$ cat src/rtl/riscv_pipe_pkg.sv
// Shared pipeline definitions: NOP encoding, PC step and the IF/ID payload type.
package riscv_pipe_pkg;

  localparam int unsigned RV_XLEN = 32;
  localparam int unsigned RV_ILEN = 32;

  // addi x0, x0, 0
  localparam logic [RV_ILEN-1:0] NOP_INSTR = 32'h0000_0013;

  // Sequential fetch advances by one 32-bit instruction
  localparam int unsigned PC_STEP = 4;

  // IF/ID pipeline register payload, also consumed by the decode stage
  typedef struct packed {
    logic               valid;
    logic [RV_XLEN-1:0] pc;
    logic [RV_ILEN-1:0] instr;
  } if_id_t;

endpackage

$ cat src/rtl/fetch_hold_buf.sv
// One-entry buffer that parks the in-flight fetch response while IF/ID is stalled.
// Ports: clk, rst_n; capture/drain/clear controls (clear > capture > drain);
//        in_pc/in_instr capture data; hold_valid/hold_pc/hold_instr registered contents.
module fetch_hold_buf
  import riscv_pipe_pkg::*;
#(
  parameter int unsigned XLEN = 32,
  parameter int unsigned ILEN = 32
) (
  input  logic            clk,
  input  logic            rst_n,
  input  logic            capture,
  input  logic            drain,
  input  logic            clear,
  input  logic [XLEN-1:0] in_pc,
  input  logic [ILEN-1:0] in_instr,
  output logic            hold_valid,
  output logic [XLEN-1:0] hold_pc,
  output logic [ILEN-1:0] hold_instr
);

  logic            valid_q, valid_d;
  logic [XLEN-1:0] pc_q, pc_d;
  logic [ILEN-1:0] instr_q, instr_d;

  // Next-state: a clear (redirect) wins so a parked instruction is dropped, never drained
  always_comb begin
    valid_d = valid_q;
    pc_d    = pc_q;
    instr_d = instr_q;
    if (clear) begin
      valid_d = 1'b0;
    end else if (capture) begin
      valid_d = 1'b1;
      pc_d    = in_pc;
      instr_d = in_instr;
    end else if (drain) begin
      valid_d = 1'b0;
    end
  end

  always_ff @(posedge clk or negedge rst_n) begin
    if (!rst_n) begin
      valid_q <= 1'b0;
      pc_q    <= '0;
      instr_q <= ILEN'(NOP_INSTR);
    end else begin
      valid_q <= valid_d;
      pc_q    <= pc_d;
      instr_q <= instr_d;
    end
  end

  assign hold_valid = valid_q;
  assign hold_pc    = pc_q;
  assign hold_instr = instr_q;

endmodule

$ cat src/rtl/fetch_unit.sv
// IF stage: owns the PC, drives a 1-cycle-latency instruction memory and the IF/ID register.
// Ports: clk, rst_n; stall_pc/stall_if_id from hazard unit; redirect_valid/redirect_pc from EX;
//        imem_req/imem_addr/imem_rdata to instruction memory; if_id_valid/if_id_pc/if_id_instr.
// Optional: define FETCH_PERF_CNT_EN to add saturating perf_stall_cycles/perf_redirects outputs.
module fetch_unit
  import riscv_pipe_pkg::*;
#(
  parameter int unsigned     XLEN     = 32,
  parameter int unsigned     ILEN     = 32,
  parameter logic [XLEN-1:0] RESET_PC = 32'h0000_0000
) (
  input  logic            clk,
  input  logic            rst_n,
  input  logic            stall_pc,
  input  logic            stall_if_id,
  input  logic            redirect_valid,
  input  logic [XLEN-1:0] redirect_pc,
  output logic            imem_req,
  output logic [XLEN-1:0] imem_addr,
  input  logic [ILEN-1:0] imem_rdata,
  output logic            if_id_valid,
  output logic [XLEN-1:0] if_id_pc,
  output logic [ILEN-1:0] if_id_instr
`ifdef FETCH_PERF_CNT_EN
  ,
  output logic [31:0]     perf_stall_cycles,
  output logic [31:0]     perf_redirects
`endif
);

  logic            stall;
  logic            req;
  logic [XLEN-1:0] pc_q, pc_d;
  logic            f1_valid_q, f1_valid_d;
  logic [XLEN-1:0] f1_pc_q, f1_pc_d;
  logic            if_id_valid_q, if_id_valid_d;
  logic [XLEN-1:0] if_id_pc_q, if_id_pc_d;
  logic [ILEN-1:0] if_id_instr_q, if_id_instr_d;
  logic            hb_capture, hb_drain, hb_clear;
  logic            hb_valid;
  logic [XLEN-1:0] hb_pc;
  logic [ILEN-1:0] hb_instr;

  // Either stall input freezes fetch; gating with rst_n keeps the request low during reset
  assign stall     = stall_pc | stall_if_id;
  assign req       = rst_n & ~stall & ~redirect_valid;
  assign imem_req  = req;
  assign imem_addr = pc_q;

  // PC, in-flight tracking and IF/ID next-state
  always_comb begin
    pc_d          = pc_q;
    f1_valid_d    = req;
    f1_pc_d       = f1_pc_q;
    if_id_valid_d = if_id_valid_q;
    if_id_pc_d    = if_id_pc_q;
    if_id_instr_d = if_id_instr_q;
    hb_capture    = 1'b0;
    hb_drain      = 1'b0;
    hb_clear      = 1'b0;

    if (redirect_valid) begin
      pc_d = redirect_pc;
    end else if (req) begin
      pc_d = pc_q + XLEN'(PC_STEP);
    end

    if (req) begin
      f1_pc_d = pc_q;
    end

    if (redirect_valid) begin
      if_id_valid_d = 1'b0;
      if_id_instr_d = ILEN'(NOP_INSTR);
      hb_clear      = 1'b1;
    end else if (stall) begin
      // Response for the last request lands now; park it so it is not lost
      hb_capture = f1_valid_q;
    end else if (hb_valid) begin
      if_id_valid_d = 1'b1;
      if_id_pc_d    = hb_pc;
      if_id_instr_d = hb_instr;
      hb_drain      = 1'b1;
    end else if (f1_valid_q) begin
      if_id_valid_d = 1'b1;
      if_id_pc_d    = f1_pc_q;
      if_id_instr_d = imem_rdata;
    end else begin
      if_id_valid_d = 1'b0;
      if_id_instr_d = ILEN'(NOP_INSTR);
    end
  end

  always_ff @(posedge clk or negedge rst_n) begin
    if (!rst_n) begin
      pc_q          <= RESET_PC;
      f1_valid_q    <= 1'b0;
      f1_pc_q       <= '0;
      if_id_valid_q <= 1'b0;
      if_id_pc_q    <= '0;
      if_id_instr_q <= ILEN'(NOP_INSTR);
    end else begin
      pc_q          <= pc_d;
      f1_valid_q    <= f1_valid_d;
      f1_pc_q       <= f1_pc_d;
      if_id_valid_q <= if_id_valid_d;
      if_id_pc_q    <= if_id_pc_d;
      if_id_instr_q <= if_id_instr_d;
    end
  end

  fetch_hold_buf #(
    .XLEN (XLEN),
    .ILEN (ILEN)
  ) u_hold (
    .clk        (clk),
    .rst_n      (rst_n),
    .capture    (hb_capture),
    .drain      (hb_drain),
    .clear      (hb_clear),
    .in_pc      (f1_pc_q),
    .in_instr   (imem_rdata),
    .hold_valid (hb_valid),
    .hold_pc    (hb_pc),
    .hold_instr (hb_instr)
  );

  assign if_id_valid = if_id_valid_q;
  assign if_id_pc    = if_id_pc_q;
  assign if_id_instr = if_id_instr_q;

`ifdef FETCH_PERF_CNT_EN
  logic [31:0] perf_stall_q, perf_stall_d;
  logic [31:0] perf_redir_q, perf_redir_d;

  // Saturating event counters
  always_comb begin
    perf_stall_d = perf_stall_q;
    perf_redir_d = perf_redir_q;
    if (stall && !redirect_valid && (perf_stall_q != 32'hFFFF_FFFF)) begin
      perf_stall_d = perf_stall_q + 32'd1;
    end
    if (redirect_valid && (perf_redir_q != 32'hFFFF_FFFF)) begin
      perf_redir_d = perf_redir_q + 32'd1;
    end
  end

  always_ff @(posedge clk or negedge rst_n) begin
    if (!rst_n) begin
      perf_stall_q <= '0;
      perf_redir_q <= '0;
    end else begin
      perf_stall_q <= perf_stall_d;
      perf_redir_q <= perf_redir_d;
    end
  end

  assign perf_stall_cycles = perf_stall_q;
  assign perf_redirects    = perf_redir_q;
`endif

endmodule

$ cat config.mk
export PLATFORM = sky130hd
export DESIGN_NAME = fetch_unit
export DESIGN_NICKNAME = d
export VERILOG_FILES = /design/src/rtl/riscv_pipe_pkg.sv /design/src/rtl/fetch_hold_buf.sv /design/src/rtl/fetch_unit.sv
export SDC_FILE = /design/constraint.sdc
export NUM_CORES = 1
export LEC_CHECK = 0
export ABC_CLOCK_PERIOD_IN_PS = 2170
export BUFFER_PORTS_ARGS = -buffer_cell sky130_fd_sc_hd__buf_2
export CAP_MARGIN = 20
export CORE_ASPECT_RATIO = 1.2
export CORE_MARGIN = 4
export CORE_UTILIZATION = 50
export CTS_CLUSTER_DIAMETER = 200
export DETAILED_ROUTE_END_ITERATION = 12
export GPL_ROUTABILITY_DRIVEN = 0
export PLACE_DENSITY = 0.85
export REMOVE_ABC_BUFFERS = 1
export SETUP_SLACK_MARGIN = 0.3
export SYNTH_ARGS = -nofsm -noshare
export SYNTH_HDL_FRONTEND = slang
export SYNTH_SLANG_ARGS = --single-unit
$ cat constraint.sdc
create_clock -name clk -period 2.17 [get_ports clk]
set_input_delay 0.1085 -clock clk [delete_from_list [all_inputs] [get_ports clk]]
set_output_delay 0.1085 -clock clk [all_outputs]
set_load 0.1 [all_outputs]
After elaboration in Yosys (flattened, before gate mapping)
Cells that the tools add are included.
Operators by class
  magnitude comparators: 0
  shift-type cells: 0
  multipliers: 0
  reduce and logical (&&, ||, !) cells: 5
  div/mod/pow operators: 0
  bitwise operators: 6
  equality and inequality tests: 1
  $add $sub $neg: 1
  multiplexer cells: 21
Operators by type and width (count)
  $mux 32: 8
  $add 32x3->32 const B: 1
  $mux 1: 13
  $reduce_bool 2->1: 2
  $not 1->1: 3
  $reduce_and 3->1: 1
  $reduce_bool 3->1: 1
  $and 1x1->1: 2
  $ne 2x2->1 const B: 1
  $reduce_and 2->1: 1
  $or 1x1->1: 1
Word-level totals
  RAM bits: 0
  bits in latches: 0
  output and inout port bits: 98
  memories: 0
  ROM bits: 0
  logic and storage cells: 43
  register bits: 195

Depth between registers and ports, before layout
Gate-level depths: netlist of the first run.
  depth after elaboration: 6
  gate-level depth with buffers: 8
  gate-level depth less buffers: 5

Hierarchy
Synthesis of the first run repeated with hierarchy kept, for this count alone.
Unflattened totals
  cell total of the unflattened synthesis: 706
  area total of the unflattened synthesis: 8718.4 um2
By module, submodules not included
  fetch_unit: area an instance 5973.2 um2, times used 1, cells each 566, seq. area each 3256.9 um2
  fetch_hold_buf: area an instance 2745.1 um2, times used 1, cells each 140, seq. area each 1630.3 um2

Least setup slack after synthesis of the first run
No wires, ideal clock.
  kind: reg-to-reg
  start: register pc_q[4], in the netlist imem_addr[4]
  end: register pc_q[23], in the netlist imem_addr[23]
  required time: 2.088 ns
  period minus slack after synthesis: 2.745 ns
  arrival time: 2.663 ns
  stages on the path, launching flop included: 6
  setup slack: -0.575 ns
  buffers on the path: 1
  path through: dfrtp_1 nand3_1 or4_1 buf_2 or4_1 a31oi_1
Between the ends
  cells in the longest elaborated chain, start to end: 3
RTL lines
  from (decl): line fetch_unit.sv:33  | logic [XLEN-1:0] pc_q, pc_d;
  from (signal assigned): line fetch_unit.sv:103  | pc_q <= pc_d;
  $add 32x3->32: line fetch_unit.sv:65  | pc_d = pc_q + XLEN'(PC_STEP);
  $mux 32: line fetch_unit.sv:64  | end else if (req) begin
  $mux 32: line fetch_unit.sv:62  | if (redirect_valid) begin
No other way between the ends. The select of a mux whose other input is x is not followed.
A chain may end at the register's enable or synchronous reset.

Worst setup path in the final report of the first run
  start: register pc_q[18], in the netlist imem_addr[18]
  end: register pc_q[23], in the netlist imem_addr[23]
Same word-level chain as after synthesis.

==> results.py, run 1 <==
metrics = {
    "critical_path": {
        "crit_path_start_kind": "flop",
        "cp.arrival_ns": 2.23,
        "cpMaxStageDelayCell": "or4_4",
        "slowest_delay_ns": 0.50,
        "crit_required_ns": 2.45,
        "worstPathMaxFanout": 12,
        "crit_type": "flop to flop",
        "crit_chain": "nand2_1 -> or4_4 -> buf_4 -> buf_2 -> o31ai_1 -> a31oi_1",
        "cp-end-kind": "flop",
    },
    "drt": {
        "viasPerCell": 5.583,
        "drc_errors": 0,
        "ant_nets": 0,
        "wl_per_cell_um": 17.55,
        "vias": 6582,
        "drt-total-wl_um": 20690,
        "first_pass_iters": 5,
        "drt_iter0_drc": 464,
    },
    "global_routing": {
        "grt_pass1_vias": 6620,
        "grt_pass1_wl_um": 34000,
        "antenna_found_initial": 0,
        "grt-ovfl-total": 0,
        "grt_start_max_net_pins": 197,
        "grt.total_usage_pct": 22.36,
    },
    "synthesis": {
        "ys_ff_latch": 195,
        "ys_types": 40,
        "synth_area_leaders": "dfrtp_1, mux2_2, mux2i_1",
        "synth_top_area_cell": "dfrtp_1",
        "yosysSeqAreaShare_pct": 58.48,
        "synthCells": 713,
        "syn_avg_cell_area_um2": 11.72,
        "yosys_warnings": 0,
        "syn_area_um2": 8357,
        "netlist.area_leader.share_pct": 56.60,
    },
    "cts": {
        "clock_tree.root_cell": "clkbuf_16",
        "cts_tree": "built",
        "clk-insertion-delay-late_ns": 0.42,
        "max-clock-path-buffers": 2,
        "clk_pin_slew_worst_paths_ns": 0.07,
        "cts-buffers-inserted": 17,
        "htree_num_levels": 4,
        "cts_sinks": 195,
    },
    "timing": {
        "tightestPinTransition_ns": 1.127,
        "whs_ns": -0.1461,
        "post-route-period-util_pct": 89.70,
        "skew_ns": 0.009310,
        "finalWorstSetupSlack_ns": 0.2235,
        "max_clock_freq_ghz": 0.5137,
        "relSlewSlack_pct": 24.87,
        "fin_crit_ns": 1.946,
        "hold_viol": 57,
        "rsz0062_at_grt": "yes",
        "setup_viol": 0,
        "slew_viol_final": 0,
    },
    "final_layout": {
        "fin_nets": 1024,
        "area_growth_pct": 30.30,
        "drive_gt1_share_pct": 36.50,
        "instances_no_fill": 1179,
        "antenna_cells": 0,
    },
    "power_and_ir_drop": {
        "powerDensity_nw_per_um2": 1041,
        "ir_worst_vdd_uv": 661.2,
        "p_leak_nw": 4.888,
    },
    "floorplan": {
        "ioPinCount": 167,
        "die_height_um": 149.6,
        "chipWidth_um": 126.0,
        "dieArea_um2": 18850,
        "core_area_um2": 16340,
        "start_util_pct": 51.16,
        "row_count": 51,
    },
    "hold_path": {
        "hp-class": "input port to asynchronous set/reset pin",
    },
    "outcome": {
        "violations": "negative hold slack",
        "status": "finished, violations left",
    },
    "place": {
        "dp_slack_ns": 0.04497,
        "placedCellCount": 1076,
        "io_buffers": 166,
        "hpwl_um": 13020,
    },
    "run": {
        "cap_viol_max_count": 0,
    },
}
==> power breakdown <==
part / internal, mW / total (mW) / leakage (nW) / switching [mW]
clock: 1.67 / 2.99 / 0.270 / 1.32
sequential: 4.37 / 4.80 / 2.41 / 0.429
combinational: 0.920 / 3.54 / 2.20 / 2.62
total: 6.97 / 11.3 / 4.89 / 4.37
==> critical path: cells and delay by family, from the launching register on <==
family                 cells  cell delay, ns
AO/OA/AOI/OAI              2            0.45
buffers and inverters      2            0.35
flip-flops                 1            0.43
AND/OR/NAND/NOR            2            0.57
==> layer usage <==
metal,vias up,GRT usage [%],routed length (um)
li1,3051,-,-
met1,3257,28.72,8581
met2,237,37.09,10230
met3,37,6.141,1444
met4,0,7.189,431
met5,-,0,0
==> cells by family (layout without fill, tap and decap cells) <==
logic type                 Yosys count  count (layout)  share of synthesized area (%)
DFF                                195             195                          58.48
AOI/OAI and AO/OA                  145             145                          10.38
xor gates and xnor gates            11              11                          1.153
buffers and inverters               55             309                          2.665
and+or+nand+nor                    175             175                          10.02
muxes                              131             131                          17.16
adders and majority gates            1               1                         0.1497
==> cell usage in the layout (no fill, tap or decap), types with 5 or more instances in the layout <==
cell type,count
nand2_1,52
nor4_1,5
mux2_2,98
nand3_1,11
or4_1,14
dfstp_2,6
buf_2,165
dfrtp_1,188
mux2i_1,33
o31ai_1,10
buf_4,35
inv_1,5
a31oi_1,16
nor3_1,5
a22oi_1,28
dlygate4sd3_1,64
xnor2_1,7
nand4_1,8
nor2_1,55
clkbuf_16,17
a21oi_1,37
o21ai_0,43
==> state kept, by name, indices dropped and copies added (netlist names) <==
name               count
u_hold.hold_instr     32
if_id_valid            1
imem_addr             32
u_hold.hold_valid      1
u_hold.hold_pc        32
if_id_pc              32
f1_valid_q             1
f1_pc_q               32
if_id_instr           32
==> worst paths after layout <==
path                            slack [ns]            start              end  cells past startpoint
worst max register to register        0.22    imem_addr[18]    imem_addr[23]                      6
min in group clk                      0.10         stall_pc   if_id_instr[0]                      3
worst min-delay path                 -0.15            rst_n  if_id_instr[28]                      2
worst max-delay path                  0.22    imem_addr[18]    imem_addr[23]                      6
max in group asynchronous             1.41            rst_n      if_id_pc[0]                      2
worst min register to register        0.48  if_id_instr[31]  if_id_instr[31]                      2
==> synth_stat cells <==
cell / number
dfrtp_1: 189
mux2_2: 98
nor2_1: 58
nand2_1: 54
clkbuf_1: 43
o21ai_0: 43
a21oi_1: 37
mux2i_1: 33
a22oi_1: 28
a31oi_1: 16
or4_1: 15
o31ai_1: 13
nand3_1: 12
nand4_1: 8
xnor2_1: 7
dfstp_2: 6
inv_1: 5
nor3_1: 5
nor4_1: 5
and3_1: 4
or3_1: 4
xor2_1: 4
and4_1: 3
buf_1: 3
o22ai_1: 3
buf_6: 2
o31a_1: 2
a21o_1: 1
a41o_1: 1
and4bb_2: 1
buf_2: 1
clkinv_1: 1
ha_1: 1
nand2b_1: 1
nand3b_1: 1
nand4b_1: 1
nand4bb_1: 1
nor2b_1: 1
o21ai_1: 1
or3b_1: 1
==> repair_timing <==
item,4_1_cts,5_1_grt
hold buffers,64,0
hold endpoints to repair,85,0
pin swaps,2,0
buffers inserted,6,0
gates cloned,1,0
endpoints found under the setup margin,15,15
resized for setup,5,4
==> metrics by stage <==
step                cell area [um2]  TNS [ns]  hold WS [ns]  util [%]  total power [mW]
floorplan                      8157   -230.92       -0.1871         -             7.500
global placement               9600         0        0.3235     58.77             8.197
detailed placement             9600         0        0.3313     58.77             8.304
CTS                           10870         0       0.01415     66.54             11.39
global route                  10890         0      0.008105     66.66             11.83
finish                        10890         0       -0.1461     66.66             11.34
==> final cells by class <==
cell class	count	area, um2
clock buffer	24	481.7
sequential	195	4891
clock inverter	8	77.57
multi-input combinational	463	3306
fill	1167	5446
tap	212	265.3
timing repair buffer	271	1846
inverter	6	22.52
(Power assumes the default switching activity.)
==> run 2, diff against run 1 <==
- ABC_AREA: unset -> 1
==> run 2 against run 1 <==
The run now ends clean. Core utilization decreased by 2.7 points. Hold slack better by 0.17 ns. Clock skew is 0.0015 ns higher. Sequential power shrank 2%. Flip-flop and latch count unchanged. First-iteration DRC count rose by 26%. Wire length grew 11%. Worst setup slack gained 0.19 ns. Clock-buffer cell count fell by 6. Sequential share of layout area rose by 0.11 points. Register-to-register slack improved by 0.29 ns. Non-clock buffer count down 31.
==> results.py, run 2 <==
metrics = {
    "drt": {
        "wl_per_cell_um": 16.28,
        "viasPerCell": 5.454,
        "drt-total-wl_um": 22860,
        "drc_errors": 0,
        "ant_nets": 0,
        "vias": 7658,
        "drt_iter0_drc": 585,
        "first_pass_iters": 5,
    },
    "timing": {
        "setup_viol": 0,
        "whs_ns": 0.02382,
        "tns_ns": 0,
        "rsz0062_at_grt": "no",
        "skew_ns": 0.01081,
        "fin_crit_ns": 1.757,
        "post-route-period-util_pct": 80.99,
        "tightestPinTransition_ns": 0.9732,
        "relSlewSlack_pct": 35.12,
        "slew_viol_final": 0,
        "max_clock_freq_ghz": 0.5690,
        "hold_viol": 0,
    },
    "cts": {
        "clk_pin_slew_worst_paths_ns": 0.08,
        "cts_tree": "built",
        "clk-insertion-delay-late_ns": 0.44,
        "cts_setup_buffers": 0,
        "clock_tree.root_cell": "clkbuf_16",
        "cts_sinks": 195,
        "htree_num_levels": 4,
        "max-clock-path-buffers": 2,
        "cts-buffers-inserted": 17,
    },
    "global_routing": {
        "grt_busiest_layer": "met2",
        "grt_pass1_vias": 7465,
        "grt_start_max_net_pins": 76,
        "use_met2_pct": 38.49,
        "grt.total_usage_pct": 23.67,
        "grt_pass1_wl_um": 37580,
        "antenna_found_initial": 0,
        "met3_usage_pct": 5.119,
        "grt-ovfl-total": 0,
        "use_met1_pct": 31.86,
    },
    "synthesis": {
        "synth-main-ff-cell": "dfrtp_1",
        "synthCells": 970,
        "synthArstFlopShare_pct": 100.0,
        "syn_area_um2": 8711,
        "yosysSeqAreaShare_pct": 56.10,
        "syn_avg_cell_area_um2": 8.980,
        "ys_ff_latch": 195,
        "synth_area_leaders": "dfrtp_1, nand2_1, o21ai_0",
        "yosys_warnings": 0,
        "ys_types": 36,
        "synth_common_cells": "nand2_1, dfrtp_1, o21ai_0",
        "synth_top_area_cell": "dfrtp_1",
        "synth_most_common_cell": "nand2_1",
        "netlist.area_leader.share_pct": 54.29,
        "synth_enable_flop_cells": 0,
    },
    "critical_path": {
        "crit_required_ns": 2.06,
        "cp.arrival_ns": 1.65,
        "cpMaxStageDelayCell": "dlygate4sd3_1",
        "crit_family": "buffers and inverters",
        "slowest_delay_ns": 0.55,
        "crit_path_start_kind": "input port",
        "reg2reg_from": "imem_addr[3]",
        "crit_type": "input port to output port",
        "worstPathMaxFanout": 31,
        "setup.worst_path.start": "rst_n",
        "critPathBufInv": 5,
        "crit_chain": "dlygate4sd3_1 -> clkbuf_8 -> nand3_2 -> inv_1 -> buf_6 -> buf_12",
        "cp-end-kind": "output port",
    },
    "floorplan": {
        "chipWidth_um": 128.5,
        "row_count": 52,
        "dieArea_um2": 19610,
        "ioPinCount": 167,
        "start_util_pct": 51.30,
        "core_area_um2": 16980,
        "die_height_um": 152.6,
    },
    "hold_path": {
        "hp-start": "redirect_pc[22]",
        "hp-class": "input port to flop",
    },
    "power_and_ir_drop": {
        "total_power_mw": 11.08,
        "p_leak_nw": 5.362,
        "ir_worst_vdd_uv": 567.7,
        "powerDensity_nw_per_um2": 1021,
    },
    "final_layout": {
        "drive_gt1_share_pct": 20.71,
        "area_growth_pct": 24.62,
        "fin_area_um2": 10860,
        "fin_nets": 1245,
        "fin_util_pct": 63.93,
        "mostFrequentLayoutCell": "nand2_1",
        "antenna_cells": 0,
        "most-common-layout-cells": "nand2_1, dfrtp_1, buf_2",
    },
    "place": {
        "io_buffers": 166,
        "postPlaceCellArea_um2": 9699,
        "hpwl_um": 15080,
    },
    "run": {
        "cap_viol_max_count": 0,
    },
    "outcome": {
        "status": "finished, final reports clean",
    },
}
-- run 2: timing repair --
action,4_1_cts,5_1_grt
endpoints found under the setup margin,0,1
hold endpoints to repair,101,0
hold buffers,58,0
resized for setup,0,1
-- run 2: metrics by stage --
step           cells  setup WS, ns
6_report        1404        0.4126
5_1_grt         1404        0.3175
4_1_cts         1404        0.3267
3_5_place_dp    1314        0.5407
3_3_place_gp    1314        0.5739
2_1_floorplan    916       -0.3439
-- run 2: kinds of logic (layout without fill, tap and decap cells) --
kind of cell | Yosys count | after routing | share of synthesized area [%]
DFF | 195 | 195 | 56.10
buffers and inverters | 126 | 344 | 6.392
muxes | 32 | 32 | 4.137
xor gates and xnor gates | 1 | 1 | 0.1006
AOI/OAI and AO/OA | 223 | 223 | 14.05
and+or+nand+nor | 392 | 392 | 19.07
adders and majority gates | 1 | 1 | 0.1436
-- run 2: final timing paths --
path | endpoint | slack, ns | depth (start not counted)
max | imem_req | 0.41 | 6
min | imem_addr[22] | 0.02 | 5
max reg2reg | imem_addr[28] | 0.51 | 8
min reg2reg | if_id_valid | 0.47 | 2
max in group asynchronous | if_id_pc[17] | 0.80 | 3
min in group asynchronous | imem_addr[0] | 0.13 | 2
-- run 2: area by class of cell --
class	instances	area, um2
Fill cell	1361	6126
Sequential cell	195	4887
Multi-Input combinational cell	649	3272
Timing Repair Buffer	240	1584
Clock buffer	18	429.2
Inverter	72	270.3
Tap cell	216	270.3
Clock inverter	14	142.6
-- run 2: power breakdown --
group / leakage (nW) / switching (mW) / internal [mW] / total, mW
combinational: 2.63 / 2.60 / 0.706 / 3.31
clock: 0.270 / 1.46 / 1.62 / 3.09
sequential: 2.46 / 0.393 / 4.30 / 4.69
-- run 2: routing by layer --
metal	up-vias	wire length, um
met4	0	420
met1	3630	9245
met2	372	11180
met5	-	0
met3	44	2022
li1	3612	-
-- run 2: worst reg2reg max path, stage by stage (launching register included) --
cell	delay, ns
dfrtp_1	0.44
ha_1	0.23
nand3_1	0.16
nor2_2	0.22
nand2_1	0.11
nor2_2	0.17
nand3_1	0.09
nand2_1	0.08
nand3_1	0.06
==> run 3, diff against run 2 <==
- ABC_CLOCK_PERIOD_IN_PS: 2170 -> 1780
- PLACE_DENSITY: 0.85 -> 0.82
- clock period: 2.17 -> 1.78 ns (I/O delays scaled with it)
==> run 3 against run 2 <==
Cell count rose by 1.5%. Flip-flop and latch count did not move. Total power rose by 23%. Hold slack got worse by 0.0016 ns. Cell area rose by 3.6%. Register-to-register slack got worse by 0.31 ns. Core utilization rose by 2.3 points. Sequential power rose by 22%. First-iteration DRC count rose by 0.51%. Via count rose by 0.46%. Clock power rose by 23%.
==> results.py, run 3 (same netlist as run 2, synthesis figures left out) <==
metrics = {
    "outcome": {
        "status": "finished, final reports clean",
    },
    "timing": {
        "tns_ns": 0,
        "setup_viol": 0,
        "rsz0062_at_grt": "yes",
        "slew_viol_final": 0,
        "max_clock_freq_ghz": 0.6328,
        "tightestPinTransition_ns": 0.7147,
        "fin_crit_ns": 1.580,
        "post-route-period-util_pct": 88.78,
        "relSlewSlack_pct": 52.35,
        "skew_ns": 0.01412,
        "whs_ns": 0.02225,
        "hold_viol": 0,
    },
    "critical_path": {
        "rrSetupSlack_ns": 0.20,
        "crit_required_ns": 2.09,
        "reg2reg_from": "imem_addr[3]",
        "worstPathMaxFanout": 6,
        "cp.arrival_ns": 1.89,
        "r2r-end": "imem_addr[18]",
        "crit_type": "flop to flop",
        "cp-end-kind": "flop",
        "crit_path_start_kind": "flop",
        "worst_r2r_path_depth": 10,
    },
    "global_routing": {
        "grt.total_usage_pct": 23.23,
        "grt-ovfl-total": 0,
        "grt_busiest_layer": "met2",
        "antenna_found_initial": 0,
        "grt_pass1_vias": 7447,
        "met3_usage_pct": 5.575,
        "use_met1_pct": 30.60,
        "grt_start_max_net_pins": 141,
        "use_met2_pct": 38.66,
        "grt_pass1_wl_um": 36950,
    },
    "cts": {
        "clk-insertion-delay-late_ns": 0.43,
        "cts_sinks": 195,
        "cts-buffers-inserted": 17,
        "clock_tree.root_cell": "clkbuf_16",
        "htree_num_levels": 4,
        "clk_pin_slew_worst_paths_ns": 0.08,
        "max-clock-path-buffers": 2,
        "cts_tree": "built",
    },
    "hold_path": {
        "hp-start": "redirect_pc[4]",
        "min_to": "imem_addr[4]",
        "hp-class": "input port to flop",
        "hold_path_depth": 4,
    },
    "floorplan": {
        "ioPinCount": 167,
        "start_util_pct": 51.30,
        "dieArea_um2": 19610,
        "die_height_um": 152.6,
        "core_area_um2": 16980,
        "chipWidth_um": 128.5,
        "row_count": 52,
    },
    "final_layout": {
        "mostFrequentLayoutCell": "nand2_1",
        "most-common-layout-cells": "nand2_1, dfrtp_1, buf_2",
        "fin_util_pct": 66.20,
        "fin_nets": 1266,
        "drive_gt1_share_pct": 23.90,
        "antenna_cells": 0,
        "area_growth_pct": 29.06,
    },
    "power_and_ir_drop": {
        "clock_power_share_pct": 27.8,
        "ir_worst_vdd_uv": 890.3,
        "seqPwrFrac_pct": 41.7,
        "pwr-share-comb_pct": 30.5,
        "p_switching_mw": 5.558,
        "switching_share_pct": 40.62,
        "p_int_mw": 8.125,
        "powerDensity_nw_per_um2": 1217,
        "p_leak_nw": 5.543,
    },
    "place": {
        "hpwl_um": 14790,
        "io_buffers": 166,
    },
    "drt": {
        "drc_errors": 0,
        "drt-total-wl_um": 23190,
        "vias": 7693,
        "first_pass_iters": 5,
        "viasPerCell": 5.399,
        "ant_nets": 0,
        "drt_iter0_drc": 588,
        "wl_per_cell_um": 16.27,
    },
    "run": {
        "cap_viol_max_count": 0,
    },
}
==> run 3: changes by cell type in the layout (fill, tap and decap cells not counted), sizes merged <==
cell / change
dlygate4sd3: +4
buf: +10
clkinv: +1
clkinvlp: -4
clkbuf: +6
inv: +5
bufinv: -1
==> run 3: worst max-delay path by stage <==
stage / startpoint / endpoint / slack, ns / cells after the start
after CTS: imem_addr[3] / imem_addr[22] / 0.27 / 11
after detailed placement: imem_addr[3] / imem_addr[28] / 0.14 / 8
final: imem_addr[3] / imem_addr[18] / 0.20 / 10
after floorplan: u_hold.hold_valid / if_id_instr[10] / -0.73 / 5
after global routing: imem_addr[3] / imem_addr[18] / 0.12 / 10
after global placement: imem_addr[3] / imem_addr[22] / 0.22 / 10
==> run 3: critical path: stages (launching register included) <==
cell and delay (ns):
dfrtp_1 0.39, buf_6 0.12, ha_4 0.16, nand2_2 0.07, nor2_2 0.11, nand2_2 0.08
nor2_4 0.18, buf_12 0.13, a21oi_2 0.04, o21ai_1 0.09, nand3_1 0.09
==> run 3: through the flow <==
stage / setup slack (ns) / cell area [um2] / power, mW / cells
finish: 0.1998 / 11240 / 13.68 / 1425
global route: 0.1186 / 11240 / 14.36 / 1425
global placement: 0.2241 / 9759 / 9.621 / 1317
detailed placement: 0.1389 / 9759 / 9.727 / 1317
CTS: 0.2719 / 11080 / 13.73 / 1418
floorplan: -0.7339 / 8424 / 8.788 / 916
==> run 3: power by group through the flow <==
stage                     Sequential (mW)  Clock (mW)  Combinational, mW
final                                5.71        3.81               4.17
after global routing                 5.80        4.09               4.46
after CTS                            5.69        3.90               4.13
after detailed placement             5.77           0               3.95
after global placement               5.73           0               3.89
after floorplan                      7.79           0               1.00
==> run 3: cell type report <==
| class | instances | area, um2 |
|---|---|---|
| clock buffer | 18 | 439.2 |
| clock inverter | 14 | 147.6 |
| fill | 1299 | 5739 |
| inverter | 72 | 277.8 |
| multi-input combinational | 649 | 3368 |
| sequential | 195 | 4896 |
| tap | 216 | 270.3 |
| timing repair buffer | 260 | 1838 |
| timing repair inverter | 1 | 5.005 |
==> run 3: repair_timing <==
| action | 4_1_cts | 5_1_grt |
|---|---|---|
| endpoints found under the setup margin | 59 | 52 |
| pin swaps | 4 | 11 |
| gates resized for setup | 22 | 35 |
| buffers inserted | 7 | 6 |
| gates cloned | 0 | 1 |
| endpoints found under the hold margin | 278 | 0 |
| hold buffers | 62 | 0 |
==> run 3: routing by layer <==
layer / up-vias / share of wire [%]
li1: 3662 / -
met1: 3650 / 40
met2: 340 / 50
met3: 41 / 8.0
met4: 0 / 1.9
met5: - / 0
